--- src/rtl/a0_uart_logger.sv ---
// Observes the core's a0 tap, queues every change of value and serialises each
// queued word MSB-byte first over a UART 8N1 transmit line.
module a0_uart_logger #(
    parameter int WIDTH        = 32,
    parameter int CLKS_PER_BIT = 868,
    parameter int FIFO_DEPTH   = 8
) (
    input  logic                          clk,
    input  logic                          rst,
    input  logic [WIDTH-1:0]              a0_in,
    output logic                          tx,
    output logic                          busy,
    output logic                          overflow,
    output logic [$clog2(FIFO_DEPTH):0]   level
);

    localparam int AW = $clog2(FIFO_DEPTH);
    localparam int LW = AW + 1;
    localparam int NB = WIDTH / 8;
    localparam int BW = (NB > 1) ? $clog2(NB) : 1;
    localparam int CW = $clog2(CLKS_PER_BIT);

    localparam logic [CW-1:0] CNT_LAST  = CW'(CLKS_PER_BIT - 1);
    localparam logic [CW-1:0] CNT_ONE   = CW'(1);
    localparam logic [CW-1:0] CNT_ZERO  = CW'(0);
    localparam logic [BW-1:0] BYTE_LAST = BW'(NB - 1);
    localparam logic [BW-1:0] BYTE_ONE  = BW'(1);
    localparam logic [BW-1:0] BYTE_ZERO = BW'(0);
    localparam logic [AW:0]   PTR_ONE   = (AW+1)'(1);
    localparam logic [AW:0]   PTR_ZERO  = (AW+1)'(0);
    localparam logic [LW-1:0] LVL_ONE   = LW'(1);
    localparam logic [LW-1:0] LVL_ZERO  = LW'(0);

    typedef enum logic [1:0] {
        IDLE  = 2'd0,
        START = 2'd1,
        DATA  = 2'd2,
        STOP  = 2'd3
    } state_t;

    logic [WIDTH-1:0] a0_q_r;
    logic [WIDTH-1:0] mem_r [FIFO_DEPTH];
    logic [AW:0]      wr_ptr_r;
    logic [AW:0]      rd_ptr_r;
    logic [LW-1:0]    level_r;
    logic             overflow_r;
    logic             busy_r;
    state_t           state_r;
    logic [WIDTH-1:0] shreg_r;
    logic [BW-1:0]    byte_idx_r;
    logic [2:0]       bit_idx_r;
    logic [CW-1:0]    cnt_r;
    logic             tx_r;

    logic             empty_s;
    logic             full_s;
    logic             push_req_s;
    logic             pop_s;
    logic             push_s;
    logic             drop_s;
    logic             cnt_done_s;
    logic             active_next_s;
    logic [LW-1:0]    level_next_s;
    logic [7:0]       cur_byte_s;

    // FIFO status, push/pop arbitration and next-cycle activity
    always_comb begin
        empty_s       = (wr_ptr_r == rd_ptr_r);
        full_s        = (wr_ptr_r[AW] != rd_ptr_r[AW]) &&
                        (wr_ptr_r[AW-1:0] == rd_ptr_r[AW-1:0]);
        push_req_s    = (a0_in != a0_q_r);
        pop_s         = (state_r == IDLE) && !empty_s;
        // A pop in the same cycle frees the slot a full FIFO needs.
        push_s        = push_req_s && (!full_s || pop_s);
        drop_s        = push_req_s && full_s && !pop_s;
        cnt_done_s    = (cnt_r == CNT_LAST);
        cur_byte_s    = shreg_r[WIDTH-1 -: 8];
        level_next_s  = level_r;
        active_next_s = 1'b1;
        case ({push_s, pop_s})
            2'b10:   level_next_s = level_r + LVL_ONE;
            2'b01:   level_next_s = level_r - LVL_ONE;
            default: level_next_s = level_r;
        endcase
        case (state_r)
            IDLE:    active_next_s = pop_s;
            STOP:    active_next_s = !(cnt_done_s && (byte_idx_r == BYTE_LAST));
            default: active_next_s = 1'b1;
        endcase
    end

    // Change-detect register
    always_ff @(posedge clk or negedge rst) begin
        if (!rst) begin
            a0_q_r <= {WIDTH{1'b0}};
        end else begin
            a0_q_r <= a0_in;
        end
    end

    // FIFO storage; contents are meaningless while the pointers say empty
    always_ff @(posedge clk) begin
        if (push_s) begin
            mem_r[wr_ptr_r[AW-1:0]] <= a0_in;
        end
    end

    // FIFO pointers, occupancy, sticky overflow and busy
    always_ff @(posedge clk or negedge rst) begin
        if (!rst) begin
            wr_ptr_r   <= PTR_ZERO;
            rd_ptr_r   <= PTR_ZERO;
            level_r    <= LVL_ZERO;
            overflow_r <= 1'b0;
            busy_r     <= 1'b0;
        end else begin
            if (push_s) begin
                wr_ptr_r <= wr_ptr_r + PTR_ONE;
            end
            if (pop_s) begin
                rd_ptr_r <= rd_ptr_r + PTR_ONE;
            end
            if (drop_s) begin
                overflow_r <= 1'b1;
            end
            level_r <= level_next_s;
            busy_r  <= active_next_s || (level_next_s != LVL_ZERO);
        end
    end

    // Transmit FSM: start bit, 8 data bits LSB first, stop bit, per byte
    always_ff @(posedge clk or negedge rst) begin
        if (!rst) begin
            state_r    <= IDLE;
            shreg_r    <= {WIDTH{1'b0}};
            byte_idx_r <= BYTE_ZERO;
            bit_idx_r  <= 3'd0;
            cnt_r      <= CNT_ZERO;
            tx_r       <= 1'b1;
        end else begin
            case (state_r)
                IDLE: begin
                    tx_r  <= 1'b1;
                    cnt_r <= CNT_ZERO;
                    if (pop_s) begin
                        shreg_r    <= mem_r[rd_ptr_r[AW-1:0]];
                        byte_idx_r <= BYTE_ZERO;
                        tx_r       <= 1'b0;
                        state_r    <= START;
                    end
                end
                START: begin
                    if (cnt_done_s) begin
                        cnt_r     <= CNT_ZERO;
                        bit_idx_r <= 3'd0;
                        tx_r      <= cur_byte_s[0];
                        state_r   <= DATA;
                    end else begin
                        cnt_r <= cnt_r + CNT_ONE;
                    end
                end
                DATA: begin
                    if (cnt_done_s) begin
                        cnt_r <= CNT_ZERO;
                        if (bit_idx_r == 3'd7) begin
                            tx_r    <= 1'b1;
                            state_r <= STOP;
                        end else begin
                            bit_idx_r <= bit_idx_r + 3'd1;
                            tx_r      <= cur_byte_s[bit_idx_r + 3'd1];
                        end
                    end else begin
                        cnt_r <= cnt_r + CNT_ONE;
                    end
                end
                STOP: begin
                    if (cnt_done_s) begin
                        cnt_r <= CNT_ZERO;
                        if (byte_idx_r == BYTE_LAST) begin
                            state_r <= IDLE;
                        end else begin
                            // Next byte moves into the top slot; no gap before its start bit.
                            byte_idx_r <= byte_idx_r + BYTE_ONE;
                            shreg_r    <= shreg_r << 8;
                            tx_r       <= 1'b0;
                            state_r    <= START;
                        end
                    end else begin
                        cnt_r <= cnt_r + CNT_ONE;
                    end
                end
                default: begin
                    state_r <= IDLE;
                    tx_r    <= 1'b1;
                end
            endcase
        end
    end

    assign tx       = tx_r;
    assign busy     = busy_r;
    assign overflow = overflow_r;
    assign level    = level_r;

endmodule
--- config.mk ---
export PLATFORM = sky130hd
export DESIGN_NAME = a0_uart_logger
export DESIGN_NICKNAME = d
export VERILOG_FILES = /design/src/rtl/a0_uart_logger.sv
export SDC_FILE = /design/constraint.sdc
export NUM_CORES = 1
export LEC_CHECK = 0
export BUFFER_PORTS_ARGS = -buffer_cell sky130_fd_sc_hd__buf_4
export CORE_MARGIN = 4
export CORE_UTILIZATION = 50
export CTS_BUF_LIST = sky130_fd_sc_hd__clkbuf_8
export DETAILED_ROUTE_END_ITERATION = 6
export GPL_ROUTABILITY_DRIVEN = 1
export HOLD_SLACK_MARGIN = 0.12
export PLACE_DENSITY = 0.7
export SKIP_LAST_GASP = 1
export SYNTH_ARGS = -nofsm -noshare
export SYNTH_HDL_FRONTEND = slang
export SYNTH_SLANG_ARGS = --single-unit
export TNS_END_PERCENT = 10
--- constraint.sdc ---
create_clock -name clk -period 15.9 [get_ports clk]
set_input_delay 0.795 -clock clk [delete_from_list [all_inputs] [get_ports clk]]
set_output_delay 0.795 -clock clk [all_outputs]
set_load 0.02 [all_outputs]
==> results.cfg <==
[status]
status = completed

[worst_setup_path]
required_ns = 16.12
path_cells = buf_4, xnor2_1, nand4_1, inv_1, a21oi_1, nand2_1, nor3_2, buf_4
timing.rr.start = rd_ptr_r[1]
worstSetupEndpointType = register
reg2reg_depth = 8
cpLargestDelayFamily = buffers and inverters
start_kind = register
crit_path_max_incr_delay_ns = 0.74
critical_path.max_fanout = 64
r2r_slack_ns = 12.40
worstPathArrival_ns = 3.73
crit_top_cell = buf_4
reg2reg_to = mem_r[0][27]
path_class = register to register
cp_slowest_cell = buf_4
path_buf_inv = 3

[routing]
drt-met1-wl_um = 11800
wl_met3_um = 1190
drc_errors = 0
wl_per_cell_um = 20.8
dr_wl_met2_um = 13100
drtIter0Drc = 472
postRouteAntennaNets = 0
via_per_inst = 5.40
dr.pass1.iters = 4
routed-via-count = 6941
finalWirelength_um = 26800
routed.top_layer = met4

[clock_tree]
clk_latency_ns = 0.59
cts.path.max_buffers = 3
hold_buffers = 0
cts_inserted_buffers = 53
htreeDepth = 2
cts.sinks = 352
ctsResizeCount = 0
cts_tree = built
clk_pin_slew_ns = 0.06
root_buffer = clkbuf_8
postCtsSetupRepairBufs = 0

[cells_and_area]
regArea_um2 = 10100
fillCellCount = 2072
drive_gt1_frac = 0.248
area_growth_pct = 13.2
n_antenna_cell = 0
final_area_um2 = 15800
num-nets-final = 918
multiInputGateArea_um2 = 3710

[logic_synthesis]
synthFlopType = edfxtp_1
yosysTopAreaCell = edfxtp_1
synthMuxAreaShare = 0.137
synth_area_leaders = edfxtp_1 55%, dfrtp_1 17%, mux4_2 11%
ys_seq_elements = 352
synth_warnings = 0
synth_nets = 841
synth-xor-area-share = 0.0326
synthesis.instances = 793
synthSimpleGateAreaFrac = 0.0474
synth_edf_count = 256
avgSynthCellArea_um2 = 17.6
synth_adder_area_share = 0.0131
netlist_area_um2 = 14000
yosysUniqueCellTypes = 47
async_flop_share = 0.273
netlist.area_leader.share = 0.550
synth_top_family_by_area = multiplexers
synth.yosys.seq_area_share = 0.722
synth_compound_area_frac = 0.0319

[power_and_ir_drop]
total_leakage_power_nw = 5.65
p_sw_w = 0.000635
p_clk_frac = 0.312
combPwrFrac = 0.198
powerDensity_nw_per_um2 = 147
switching_share = 0.273
vdd_drop_max_v = 0.0000901
p_int_w = 0.00169
seqPwrFrac = 0.490

[global_routing]
grt_max_degree = 69
grt_usage = 0.180
grt_pass1_wl_um = 42500
antenna_found_initial = 0
overflow = 0
grt_pass1_vias = 7236

[place]
gpl.final_weighted_congestion = 0.759
io_buffers = 40
hpwlAfterDp_um = 15100
place_area_um2 = 14800
post-place-ws_ns = 12.16

[timing]
rsz0062_at_grt = false
fin_skew_ns = 0.0229
setup_tns_ns = 0
period_needed_ns = 3.50
fin_crit_sh = 0.220
setup_viol = 0
worstMarginPinSlew_ns = 0.962
finalWorstSetupSlack_ns = 12.40
slew_headroom = 0.359
max_freq_mhz = 285
maxSlewViolCount = 0
hold_viol = 0

[worst_hold_path]
hp-class = input port to async pin

[die]
start_util = 0.513
pin_count = 41
die_h_um = 175
fp.dieW_um = 175
core-area_um2 = 27300
die_area_um2 = 30700
num_rows = 60

[flow_run]
drv_cap = 0
## per-layer routing
metal  vias up  GRT usage
met1      3542      0.255
met5         -          0
met3        50     0.0338
met2       142      0.286
li1       3207          -
met4         0     0.0566
## worst max-delay path by stage
| stage | startpoint | end | cells after the start |
|---|---|---|---|
| final | rd_ptr_r[1] | mem_r[0][27] | 8 |
| after global routing | rd_ptr_r[1] | mem_r[0][31] | 8 |
| after CTS | rd_ptr_r[1] | mem_r[0][31] | 8 |
| after detailed placement | a0_in[10] | busy | 13 |
| after global placement | a0_in[10] | busy | 13 |
| after floorplan | a0_in[24] | mem_r[5][0] | 6 |
## synth_stat cells (4+ instances only)
cell type  instances
xor2_1             5
nand4_1           12
nand2_1           55
nor2_1            45
ha_1              13
mux2i_1           35
buf_4              8
o21ai_1            4
xnor2_1           47
a21oi_1           28
nor3_1             4
mux2_2             4
edfxtp_1         256
dfrtp_1           95
buf_2              8
buf_1              5
a22o_1             5
inv_1             12
clkbuf_1          14
o31ai_1            8
mux4_2            66
o21ai_0           27
nand3_1            6
## power by group through the flow
stage          Sequential, W  Clock [W]  Combinational [W]
3_3_place_gp         0.00116          0           0.000464
3_5_place_dp         0.00116          0           0.000470
2_1_floorplan        0.00113          0           0.000353
6_report             0.00114   0.000727           0.000462
4_1_cts              0.00114   0.000746           0.000472
5_1_grt              0.00115   0.000791           0.000515
## per-stage QoR
step | hold slack (ns) | instances | util | power [W]
3_5_place_dp | 0.467 | 1187 | 0.541 | 0.00163
2_1_floorplan | 0.445 | 793 | - | 0.00149
3_3_place_gp | 0.458 | 1187 | 0.541 | 0.00162
4_1_cts | 0.200 | 1285 | 0.581 | 0.00236
5_1_grt | 0.225 | 1285 | 0.581 | 0.00246
6_report | 0.202 | 1285 | 0.581 | 0.00233
## state kept, by name, summed over array words and instances (netlist names)
register,cells
bit_idx_r,3
wr_ptr_r,4
byte_idx_r,2
shreg_r,32
state_r,2
level,4
a0_q_r,32
mem_r,256
overflow,1
busy,1
rd_ptr_r,4
cnt_r,10
tx,1
## logic make-up (layout without fill, tap and decap cells)
logic type,Yosys count,in the layout
simple gates,141,141
flops,352,352
mux,107,107
xor+xnor,52,52
buf+inv,49,169
compound gates,78,78
fa+ha+maj,14,14
## layout make-up
| type | count | area share |
|---|---|---|
| clock buffers | 62 | 0.0539 |
| clock inverters | 36 | 0.0137 |
| inverters | 13 | 0.00308 |
| multi-input cells | 392 | 0.234 |
| flip-flops and latches | 352 | 0.638 |
| well taps | 372 | 0.0294 |
| repair buffers | 58 | 0.0275 |
## cells in the final DEF (no fill, tap or decap), types with 28 or more instances in the layout
cell,n
a21oi_1,28
buf_4,58
clkbuf_8,62
dfrtp_1,92
edfxtp_1,256
inv_1,32
mux2i_1,35
mux4_2,66
nand2_1,55
nor2_1,44
xnor2_1,47
Power figures use the tool's default switching activity.
